**src/rtl/i2s_pkg.sv**
```systemverilog
// Shared definitions for the I2S slave receiver: channel encoding and receiver state.
package i2s_pkg;

  localparam logic I2S_CH_LEFT  = 1'b0;
  localparam logic I2S_CH_RIGHT = 1'b1;

  typedef enum logic {
    ST_SYNC = 1'b0,
    ST_RUN  = 1'b1
  } rx_state_e;

  // Bit-counter width able to hold the saturation value PDATA_WIDTH+1.
  function automatic int cnt_width(input int pdata_width);
    return $clog2(pdata_width + 2);
  endfunction

endpackage

```
**src/rtl/i2s_slave_rx_if.sv**
```systemverilog
// Serial line inputs and parallel stereo-frame outputs of the I2S slave receiver.
interface i2s_slave_rx_if #(
  parameter int PDATA_WIDTH = 32
);
  logic                   lrck_in;
  logic                   sclk_in;
  logic                   sdata_in;
  logic [PDATA_WIDTH-1:0] pldata_out;
  logic [PDATA_WIDTH-1:0] prdata_out;
  logic                   pvalid_out;
  logic                   ferr_out;

  modport master (
    output lrck_in, sclk_in, sdata_in,
    input  pldata_out, prdata_out, pvalid_out, ferr_out
  );

  modport slave (
    input  lrck_in, sclk_in, sdata_in,
    output pldata_out, prdata_out, pvalid_out, ferr_out
  );
endinterface

```
**src/rtl/i2s_sync.sv**
```systemverilog
// Parameterised-width two-flop synchroniser, asynchronous active-low reset.
module i2s_sync #(
  parameter int WIDTH = 1
) (
  input  logic             clk,
  input  logic             rst_n,
  input  logic [WIDTH-1:0] d,
  output logic [WIDTH-1:0] q
);
  logic [WIDTH-1:0] meta;

  always_ff @(posedge clk or negedge rst_n) begin
    if (!rst_n) begin
      meta <= '0;
      q    <= '0;
    end else begin
      meta <= d;
      q    <= meta;
    end
  end
endmodule

```
**src/rtl/i2s_slave_rx.sv**
```systemverilog
// I2S slave receiver: oversamples LRCK/SCLK/SDATA on mclk_in and publishes one stereo frame per LRCK period.
// Define I2S_SLAVE_RX_FERR_EN to flag frames whose words are not exactly PDATA_WIDTH bits long.
module i2s_slave_rx
  import i2s_pkg::*;
#(
  parameter int PDATA_WIDTH = 32
) (
  input logic            mclk_in,
  input logic            arstn_in,
  i2s_slave_rx_if.slave  bus
);
  localparam int CNT_W = cnt_width(PDATA_WIDTH);

  logic [2:0]             sync_q;
  logic                   sclk_d;
  logic                   lrck_s, sclk_s, sdat_s;
  logic                   bit_ev, boundary;
  rx_state_e              state;
  logic                   lrck_prev;
  logic [PDATA_WIDTH-1:0] wreg, wnext, stage;
  logic [CNT_W-1:0]       cnt, cnt_inc;
  logic [PDATA_WIDTH-1:0] pldata, prdata;
  logic                   pvalid;

  i2s_sync #(.WIDTH(3)) u_sync (
    .clk   (mclk_in),
    .rst_n (arstn_in),
    .d     ({bus.lrck_in, bus.sclk_in, bus.sdata_in}),
    .q     (sync_q)
  );

  assign {lrck_s, sclk_s, sdat_s} = sync_q;
  assign bit_ev   = sclk_s & ~sclk_d;
  assign boundary = bit_ev && (lrck_s != lrck_prev);

  // Word with the current bit placed MSB-first; bits past PDATA_WIDTH fall off.
  always_comb begin
    wnext = wreg;
    for (int i = 0; i < PDATA_WIDTH; i++)
      if (cnt == CNT_W'(PDATA_WIDTH - 1 - i)) wnext[i] = sdat_s;
    cnt_inc = (cnt == CNT_W'(PDATA_WIDTH + 1)) ? cnt : cnt + CNT_W'(1);
  end

`ifdef I2S_SLAVE_RX_FERR_EN
  logic err_flag, ferr;
  logic word_bad;
  assign word_bad = (cnt_inc != CNT_W'(PDATA_WIDTH));
`endif

  always_ff @(posedge mclk_in or negedge arstn_in) begin
    if (!arstn_in) begin
      sclk_d    <= 1'b0;
      state     <= ST_SYNC;
      lrck_prev <= 1'b1;
      wreg      <= '0;
      cnt       <= '0;
      stage     <= '0;
      pldata    <= '0;
      prdata    <= '0;
      pvalid    <= 1'b0;
`ifdef I2S_SLAVE_RX_FERR_EN
      err_flag  <= 1'b0;
      ferr      <= 1'b0;
`endif
    end else begin
      sclk_d <= sclk_s;
      pvalid <= 1'b0;
`ifdef I2S_SLAVE_RX_FERR_EN
      ferr   <= 1'b0;
`endif
      if (bit_ev) begin
        lrck_prev <= lrck_s;
        if (boundary) begin
          wreg <= '0;
          cnt  <= '0;
          case (state)
            // Wait for a right-to-left edge so the first frame starts cleanly aligned.
            ST_SYNC: if (lrck_s == I2S_CH_LEFT) state <= ST_RUN;
            ST_RUN: begin
              if (lrck_s == I2S_CH_RIGHT) begin
                stage <= wnext;
`ifdef I2S_SLAVE_RX_FERR_EN
                err_flag <= word_bad;
`endif
              end else begin
                pldata <= stage;
                prdata <= wnext;
                pvalid <= 1'b1;
`ifdef I2S_SLAVE_RX_FERR_EN
                ferr     <= err_flag | word_bad;
                err_flag <= 1'b0;
`endif
              end
            end
            default: state <= ST_SYNC;
          endcase
        end else begin
          wreg <= wnext;
          cnt  <= cnt_inc;
        end
      end
    end
  end

  assign bus.pldata_out = pldata;
  assign bus.prdata_out = prdata;
  assign bus.pvalid_out = pvalid;
`ifdef I2S_SLAVE_RX_FERR_EN
  assign bus.ferr_out   = ferr;
`else
  assign bus.ferr_out   = 1'b0;
`endif
endmodule

```
**src/flat_wrapper.sv**
```systemverilog
// flat-port wrapper written by rule: the top's interface ports become plain ports
module i2s_slave_rx_flat import i2s_pkg::*;
#(
  parameter int PDATA_WIDTH = 32
)
  (mclk_in, arstn_in, bus_lrck_in, bus_sclk_in, bus_sdata_in, bus_pldata_out, bus_prdata_out, bus_pvalid_out, bus_ferr_out);
  i2s_slave_rx_if #(.PDATA_WIDTH(PDATA_WIDTH)) bus_i ();
  input logic mclk_in;
  input logic arstn_in;
  input wire logic [$bits(bus_i.lrck_in)-1:0] bus_lrck_in;
  input wire logic [$bits(bus_i.sclk_in)-1:0] bus_sclk_in;
  input wire logic [$bits(bus_i.sdata_in)-1:0] bus_sdata_in;
  output wire logic [$bits(bus_i.pldata_out)-1:0] bus_pldata_out;
  output wire logic [$bits(bus_i.prdata_out)-1:0] bus_prdata_out;
  output wire logic [$bits(bus_i.pvalid_out)-1:0] bus_pvalid_out;
  output wire logic [$bits(bus_i.ferr_out)-1:0] bus_ferr_out;
  assign bus_i.lrck_in = bus_lrck_in;
  assign bus_i.sclk_in = bus_sclk_in;
  assign bus_i.sdata_in = bus_sdata_in;
  assign bus_pldata_out = bus_i.pldata_out;
  assign bus_prdata_out = bus_i.prdata_out;
  assign bus_pvalid_out = bus_i.pvalid_out;
  assign bus_ferr_out = bus_i.ferr_out;
  i2s_slave_rx #(.PDATA_WIDTH(PDATA_WIDTH)) u_core (.mclk_in(mclk_in), .arstn_in(arstn_in), .bus(bus_i));
endmodule
```
**config.mk**
```make
export PLATFORM = sky130hd
export DESIGN_NAME = i2s_slave_rx_flat
export DESIGN_NICKNAME = d
export VERILOG_FILES = /design/src/rtl/i2s_pkg.sv /design/src/rtl/i2s_slave_rx_if.sv /design/src/rtl/i2s_sync.sv /design/src/rtl/i2s_slave_rx.sv /design/src/flat_wrapper.sv
export SDC_FILE = /design/constraint.sdc
export NUM_CORES = 1
export LEC_CHECK = 0
export ABC_AREA = 1
export CORE_ASPECT_RATIO = 0.8
export CORE_MARGIN = 4
export CORE_UTILIZATION = 41
export CTS_BUF_LIST = sky130_fd_sc_hd__clkbuf_4 sky130_fd_sc_hd__clkbuf_8 sky130_fd_sc_hd__clkbuf_16
export CTS_CLUSTER_SIZE = 28
export DETAILED_ROUTE_END_ITERATION = 7
export DONT_BUFFER_PORTS = 1
export GPL_TIMING_DRIVEN = 0
export PLACE_DENSITY = 0.61
export SLEW_MARGIN = 0
export SYNTH_ARGS = -nofsm -noshare
export SYNTH_HDL_FRONTEND = slang
export SYNTH_SLANG_ARGS = --single-unit
export TNS_END_PERCENT = 100
```
**constraint.sdc**
```tcl
create_clock -name mclk_in -period 2.05 [get_ports mclk_in]
set_clock_uncertainty 0.2 [all_clocks]
set_input_delay 0.205 -clock mclk_in [delete_from_list [all_inputs] [get_ports mclk_in]]
set_output_delay 0.205 -clock mclk_in [all_outputs]
set_load 0.05 [all_outputs]
```
# Yosys cells after proc, flatten, opt, wreduce, memory -nomap -nowiden

Cells that the tools add are included.

Add/subtract/negate cells: 1
Equal/unequal tests: 34
Muxes and demuxes: 40
Bitwise logic cells: 3
Reductions and logical operators: 6

Operators with widths:

| kind                | count |
|---|---|
| $eq 6x5->1 const B  | 16 |
| $eq 6x4->1 const B  | 8 |
| $mux 1              | 37 |
| $mux 32             | 1 |
| $eq 6x3->1 const B  | 4 |
| $eq 6x2->1 const B  | 2 |
| $mux 6              | 2 |
| $reduce_and 4->1    | 2 |
| $add 6x1->6 const B | 1 |
| $eq 6x1->1 const B  | 1 |
| $eq 6x6->1 const B  | 1 |
| $logic_not 6->1     | 1 |
| $reduce_and 2->1    | 2 |
| $ne 2x1->1 const B  | 1 |
| $not 1->1           | 2 |
| $and 1x1->1         | 1 |
| $logic_and 1x1->1   | 1 |
| $ne 1x1->1          | 1 |

Bits in registers: 144
Output and inout bits: 66

# Logic depth before layout (Yosys ltp)

Gate-level depths: netlist (run 1).

Depth after elaboration: 5
Mapped depth: 9
Gate-level depth less buffers: 8

# Modules after synthesis

A second synthesis (run 1) with hierarchy kept.

Cell total of the unflattened synthesis: 744
Area, all modules: 6,293.5 sq um

By module, submodules not included:

| module       | instances | cells an instance | area each (sq um) | sequential area each (sq um) |
|---|---|---|---|---|
| i2s_slave_rx | 1         | 738               | 6,143.4           | 3,454.6 |
| i2s_sync     | 1         | 6                 | 150.1             | 150.1 |

# Least setup slack after synthesis (run 1)

Ideal clock, no wire load.

Path type: register to register
Start point: register u_core.cnt[0]
End point: register u_core.stage[15]
Library setup time: 126 ps
Data arrival time: 1,313 ps
Setup slack: 411 ps
Cell stages (with the launch flop): 7
Path buffers: 1
Period minus slack after synthesis: 1,639 ps
Cell sequence: dfrtp_1 inv_1 ha_1 clkbuf_1 nand4_1 nand3_1 o21ai_0

Longest elaborated chain between the ends: 2

Ends and longest elaborated chain:

| what                   | RTL line           | RTL |
|---|---|---|
| from (decl)            | i2s_slave_rx.sv:21 | `logic [CNT_W-1:0] cnt, cnt_inc;` |
| from (signal assigned) | i2s_slave_rx.sv:99 | `cnt <= cnt_inc;` |
| $eq 6x5->1             | i2s_slave_rx.sv:40 | `if (cnt == CNT_W'(PDATA_WIDTH - 1 - i)) wnext[i] = sdat_s;` |
| $mux 1                 | i2s_slave_rx.sv:40 |  |
| to (signal assigned)   | i2s_slave_rx.sv:81 | `stage <= wnext;` |
| to (decl)              | i2s_slave_rx.sv:20 | `logic [PDATA_WIDTH-1:0] wreg, wnext, stage;` |

No other way between the ends.
A chain may end at the register's enable or synchronous reset.

# Worst setup path in the final report (run 1)

Start point: register u_core.u_sync.q[2]
End point: register u_core.pldata[9], in the netlist u_core.bus.pldata_out[9]

Longest elaborated chain between the ends: 3
Elaborated cells between the ends (all ways): 4

Ends and longest elaborated chain:

| what                           | RTL line           | RTL |
|---|---|---|
| from (decl)                    | i2s_sync.sv:8      | `output logic [WIDTH-1:0] q` |
| from (signal assigned)         | i2s_sync.sv:18     | `q <= meta;` |
| $ne 1x1->1                     | i2s_slave_rx.sv:34 | `assign boundary = bit_ev && (lrck_s != lrck_prev);` |
| $logic_and 1x1->1              | i2s_slave_rx.sv:34 |  |
| $reduce_and 4->1 (no line) (*) | n/a                |  |
| to (signal assigned)           | i2s_slave_rx.sv:86 | `pldata <= stage;` |
| to (decl)                      | i2s_slave_rx.sv:22 | `logic [PDATA_WIDTH-1:0] pldata, prdata;` |

Every way passes the cells marked *; elsewhere a longest branch is shown, timed or not.

==> results.md, run 1 <==
* CTS buffer count at 17
* Global placer's final weighted congestion at 0.918
* First-pass GRT wire length at 27.2 mm
* Synth Cell Area at 6380 µm²
* Reg clk slew, reported paths at 60 ps
* Synthesized net count at 746
* Placed instance count at 946
* Number of detailed-route iterations in the first pass at 5
* Commonest cells in the netlist: 232 x nand2_1, 143 x dfrtp_1, 89 x nand3_1, 77 x o21ai_0, 47 x inv_1
* Mean Syn Cell Area at 8.67 µm²
* GR Util All Layers at 0.198
* Tcrit/Tclk final at 0.943
* YS warnings at 0
* Clock sinks at 144
* Layout Nets at 769
* Pleak at 3.68 nW
* Outcome: finished, violations left
* Final Non-Filler Cells at 982
* Die area at 17600 µm²
* CORE AREA at 15100 µm²
* TritonCTS clock tree: built
* Crit path arrival time at 2090 ps
* Pins Over Slew Limit at 0
* Congestion Overflow GR at 0
* Largest net degree at the start of global routing at 145
* Crit path time final at 1930 ps
* FF-to-FF Start: u_core.u_sync.q[2]
* Register area share after synthesis at 0.565
* Rows at 40
* CTS H-tree depth at 4
* Synth cell types at 23
* Average wire per cell in the routed design at 16.8 µm
* Crit Path Class: reg2reg
* Top cells by area, synth: dfrtp_1 56%, nand2_1 14%, nand3_1 7.0%, o21ai_0 6.0%, inv_1 2.8%
* Max Cap Violations at 0
* Diode count at 0
* Initial antenna violation count at 0
* Port bufs at 0
* Crit path largest cell delay at 410 ps
* Number of global-route vias before repair at 5122
* Power density over the cells at 1110 nW/µm²
* TNS Setup at 0 ps
* Simple-Gate Fraction of Synth Area at 0.250
* Post-Synth XOR/XNOR Area at 0.00275
* Relative slew slack at 0.650
* Worst-path maximum fanout at 10
* EDFF count, synth at 0
* FFs w/ async S/R, synth at 1.00
* Layout cells sized above 1 at 0.102
* Max frequency at 517 MHz
* # IOs at 71
* Violated checks: negative hold slack
* Final routed DRC violation total at 0
* Adder-Cell Fraction of Synth Area at 0.00980
* Setup-failing EPs final at 0
* Placed cell area at 6640 µm²
* Synthesized flop and latch total at 144
* Area growth, synth to finish at 14.2%
* Peak supply drop at 0.564 mV
* Slowest cell on crit path: dfrtp_1
* Die height at 120 µm
* Root Driver: clkbuf_16
* Hold buffers post-CTS at 3
* Crit path from: u_core.u_sync.q[2]
* Cells after synthesis at 736
* Deepest clock path buffer count at 2
* Classification of the worst-slack hold path: in2async
* Synth top area share at 0.561
* Post-synthesis compound-gate area fraction at 0.102
* Final Instance Area at 7290 µm²
* Post-synthesis mux area share at 0
* Largest family of logic cells by synthesized area: simple AND/OR/NAND/NOR gates
* Clk_lat worst skew at 430 ps
* Most frequent cell after synthesis: nand2_1
* Power, Total at 8.08 mW
* Vias at 5127
* Antenna-violating nets left at 0
* Vias per cell at 5.22
* Dpl hpwl at 11.9 mm
* Total wire length at 16.5 mm
* RSZ-0062 raised after global routing: no
* Initial drt markers at 446
* Chip Width at 147 µm
* Required time at the worst-slack endpoint at 2210 ps
* Ys flop type: dfrtp_1
* Cell chain of the critical path: inv_2 -> nand2_1 -> nor2_4 -> buf_4 -> buf_4 -> nand2_1 -> nand2_1
* Most common cell on crit path: nand2_1
* Yosys top cell by area: dfrtp_1
* Initial Utilization at 0.422
* Critical Path Start Type: flip-flop
* Final hold violation count at 144
* Setup crit end kind: flip-flop
* Worst hold slack at -719 ps
* Measured slew at the worst slew-check pin at 525 ps
-- path summary, 6_finish.rpt --
path,to,slack (ps),cells after the start
max,u_core.bus.pldata_out[9],120,7
min,u_core.bus.prdata_out[24],-720,0
max reg2reg,u_core.bus.pldata_out[9],120,7
min reg2reg,u_core.u_sync.q[2],150,0
max in group asynchronous,u_core.lrck_prev,2160,0
min in group mclk_in,u_core.u_sync.meta[0],130,1
-- critical path, delay by kind of cell (launching register included) --
family / cells / cell delay (ps)
buf+inv: 3 / 510
simple gates: 4 / 720
flops: 1 / 410
-- registers in the layout, summed over array words and instances, names as in the netlist --
name,cells
u_core.sclk_d,1
u_core.wreg,32
u_core.stage,32
u_core.lrck_prev,1
u_core.state,1
u_core.bus.prdata_out,32
u_core.u_sync.meta,3
u_core.bus.pldata_out,32
u_core.u_sync.q,3
u_core.cnt,6
u_core.bus.pvalid_out,1
-- metrics by stage --
stage	worst slack, ps	utilization	hold slack (ps)
3_3_place_gp	-30.8	0.440	-281
2_1_floorplan	411	-	-291
3_5_place_dp	-50.9	0.440	-282
5_1_grt	6.39	0.482	-743
6_report	117	0.482	-719
4_1_cts	7.71	0.481	-743
-- placed cells by master, fill, tap and decap left out --
master	count
nand2_1	232
dfrtp_1	143
nand3_1	89
o21ai_0	77
inv_1	47
nand4_1	25
buf_2	20
o22ai_1	20
clkbuf_16	17
clkbuf_1	16
o21ai_1	15
nor2_1	9
nor2_4	6
clkbuf_2	6
buf_4	6
o21bai_1	5
ha_1	5
o21a_1	4
inv_2	3
buf_6	3
inv_6	3
clkinvlp_4	3
clkinv_4	3
dlygate4sd3_1	3
xor2_1	2
bufinv_16	2
nand3_4	1
nor2_2	1
conb_1	1
inv_8	1
clkbuf_8	1
clkbuf_4	1
clkinv_2	1
dfstp_2	1
-- layer usage --
layer  vias to the layer above  GRT usage  routed length [µm]
met3                        19     0.0581                1190
met5                         -          0                   0
met2                       152      0.293                7320
met1                      2474      0.281                7780
met4                         0     0.0629                 240
li1                       2482          -                   -
-- layout make-up --
class                   count  area, µm²
clock inverters            13        151
fillers                  1493       7830
multi-input cells         492       2330
repair buffers              4       37.5
inverters                  50        188
plain buffers              50        262
well taps                 210        263
flip-flops and latches    144       3600
clock buffers              19        447
-- cells by family (layout without fill, tap and decap cells) --
group,after synthesis,count (layout)
xor gates and xnor gates,2,2
other,1,1
adders and majority gates,5,5
AOI/OAI and AO/OA,121,121
buffers and inverters,100,136
and+or+nand+nor,363,363
DFF,144,144
-- timing repair --
item                                    in CTS  in global routing
setup buffers                                0                  1
endpoints found under the hold margin      147                144
pin swaps                                    0                  1
endpoints found under the setup margin       8                 22
gates resized for setup                      2                  5
-- power breakdown --
part           switching (mW)  total [mW]  leakage [nW]  internal (mW)
clock                    1.26        3.12         0.286           1.86
combinational           0.713        1.04          1.44          0.328
sequential              0.764        3.92          1.96           3.16
total                    2.73        8.08          3.68           5.34
(Power assumes the default switching activity.)
==> inputs of run 2 (changes only) <==
- CORE_MARGIN: 4 -> 10
==> run 2 against run 1 <==
The flow still finishes with violations (negative hold slack). First-iteration DRC count increased by 6.1%. Worst setup slack improved by 28 ps. Critical path type unchanged. Largest power group unchanged. Global-route usage decreased by 3.0 points. Critical path depth decreased by 1. Combinational power about the same.
==> results.md, run 2 (synthesized netlist as in run 1, its figures left out) <==
* RSZ-0062 raised after global routing: no
* Initial antenna violation count at 0 (unchanged)
* Clk_lat worst skew at 430 ps (about the same)
* First-pass GRT wire length at 28.3 mm (+4.1%)
* Final Non-Filler Cells at 983 (+0.10%)
* Required time at the worst-slack endpoint at 2130 ps (-80 ps)
* Placed cell area at 6640 µm² (unchanged)
* Initial Utilization at 0.422 (unchanged)
* Violated checks: negative hold slack
* Commonest cells after routing, fill and taps aside: 232 x nand2_1, 143 x dfrtp_1, 89 x nand3_1
* Clock sinks at 144 (unchanged)
* Root Driver: clkbuf_16
* Global placer's final weighted congestion at 0.901 (-1.9%)
* Hold buffers post-CTS at 3 (unchanged)
* Logic pwr share at 0.127 (-0.002)
* Worst-path maximum fanout at 10 (unchanged)
* GR Util All Layers at 0.168 (-0.0299)
* Most common cell after layout, fill and taps aside: nand2_1
* Vias at 5195 (+1.3%)
* Largest net degree at the start of global routing at 145 (unchanged)
* CORE AREA at 15100 µm² (unchanged)
* Clock power frac at 0.402 (+0.016)
* Setup-failing EPs final at 0 (unchanged)
* Crit path max-delay family: flip-flops
* Port bufs at 0 (unchanged)
* Die area at 21000 µm² (+19%)
* Initial drt markers at 473 (+6.1%)
* Fin util at 0.485 (+0.00323)
* Power, Total at 8.35 mW (+3.4%)
* Measured slew at the worst slew-check pin at 553 ps (+27.5 ps)
* Average wire per cell in the routed design at 17.6 µm (+4.5%)
* Relative slew slack at 0.632 (-0.0184)
* CTS buffer count at 17 (unchanged)
* Total wire length at 17.3 mm (+4.6%)
* Antenna-violating nets left at 0 (unchanged)
* Slowest cell on crit path: dfrtp_1
* Layout Nets at 770 (+0.13%)
* Diode count at 0 (unchanged)
* Final Instance Area at 7340 µm² (+0.67%)
* Max frequency at 525 MHz (+1.5%)
* Worst hold slack at -717 ps (+2.45 ps)
* Critical Path Start Type: flip-flop
* Final routed DRC violation total at 0 (unchanged)
* Crit path time final at 1900 ps (-28.1 ps)
* Deepest clock path buffer count at 2 (unchanged)
* Crit path largest cell delay at 420 ps (about the same)
* Rows at 40 (unchanged)
* Number of detailed-route iterations in the first pass at 5 (unchanged)
* Dpl ws at -112 ps (-61.4 ps)
* Psw at 2.74 mW (+0.27%)
* Sequential share of power at 0.471 (-0.015)
* TritonCTS clock tree: built
* Reg clk slew, reported paths at 60 ps (about the same)
* Power density over the cells at 1140 nW/µm² (+2.7%)
* Classification of the worst-slack hold path: in2async
* Crit Path Class: reg2reg
* # IOs at 71 (unchanged)
* CTS H-tree depth at 4 (unchanged)
* Outcome: finished, violations left
* Placed instance count at 946 (unchanged)
* CP bufs+invs at 2 (-1)
* Dpl hpwl at 12.4 mm (+4.9%)
* Crit path arrival time at 1990 ps (-100 ps)
* Reg2reg setup slack at 150 ps (+30 ps)
* Final hold violation count at 144 (unchanged)
* Number of global-route vias before repair at 5054 (-1.3%)
* Tcrit/Tclk final at 0.929 (-0.0137)
* Die height at 132 µm (+10%)
* Congestion Overflow GR at 0 (unchanged)
* Pint at 5.61 mW (+5.0%)
* Cell chain of the critical path: inv_1 -> ha_1 -> clkbuf_4 -> nand4_1 -> nand2_1 -> o22ai_1
* Layout cells sized above 1 at 0.103 (+0.00116)
* TNS Setup at 0 ps (unchanged)
* Pleak at 3.71 nW (+0.81%)
* Switching Fraction at 0.328 (-0.0103)
* Chip Width at 159 µm (+8.1%)
* Setup crit end kind: flip-flop
* Pins Over Slew Limit at 0 (unchanged)
* Peak supply drop at 0.582 mV (+3.3%)
* Area growth, synth to finish at 15.0%
* Vias per cell at 5.28 (+1.2%)
* Max Cap Violations at 0 (unchanged)
* Final WS setup at 146 ps (+28.1 ps)
run 2: cell type report:
type                            count  area, µm²
Clock buffer                       21        462
Inverter                           50        188
Timing Repair Buffer                5       45.0
Multi-Input combinational cell    492       2330
Buffer                             50        264
Tap cell                          210        263
Clock inverter                     11        175
Fill cell                        1457       7780
Sequential cell                   144       3600
run 2: path summary, 6_finish.rpt:
path | startpoint | to | cells past startpoint
max in group asynchronous | arstn_in | u_core.bus.prdata_out[14] | 0
worst min-delay path | arstn_in | u_core.wreg[28] | 0
min in group mclk_in | bus_sdata_in | u_core.u_sync.meta[0] | 1
worst max-delay path | u_core.cnt[0] | u_core.wreg[23] | 6
worst min register to register | u_core.u_sync.meta[1] | u_core.u_sync.q[1] | 0
worst max register to register | u_core.cnt[0] | u_core.wreg[23] | 6
run 2: repair_timing:
| item | 4_1_cts | 5_1_grt |
|---|---|---|
| buffers inserted | 0 | 2 |
| hold endpoints to repair | 147 | 144 |
| resized for setup | 3 | 7 |
| setup endpoints to repair | 11 | 13 |
| pin swaps | 0 | 1 |
run 2: metal layers:
layer | global-route usage | part of all wire | vias up
met5 | 0 | 0 | -
met4 | 0.0601 | 0.013 | 0
met3 | 0.0562 | 0.082 | 21
met2 | 0.239 | 0.43 | 159
met1 | 0.233 | 0.48 | 2541
li1 | - | - | 2474
run 2: power by group through the flow:
stage	Clock [mW]	Sequential (mW)	Combinational [mW]
after floorplan	0	3.92	0.760
after global placement	0	3.98	1.00
after detailed placement	0	4.00	1.03
after CTS	3.41	3.95	1.04
after global routing	3.55	3.98	1.19
final	3.36	3.94	1.06
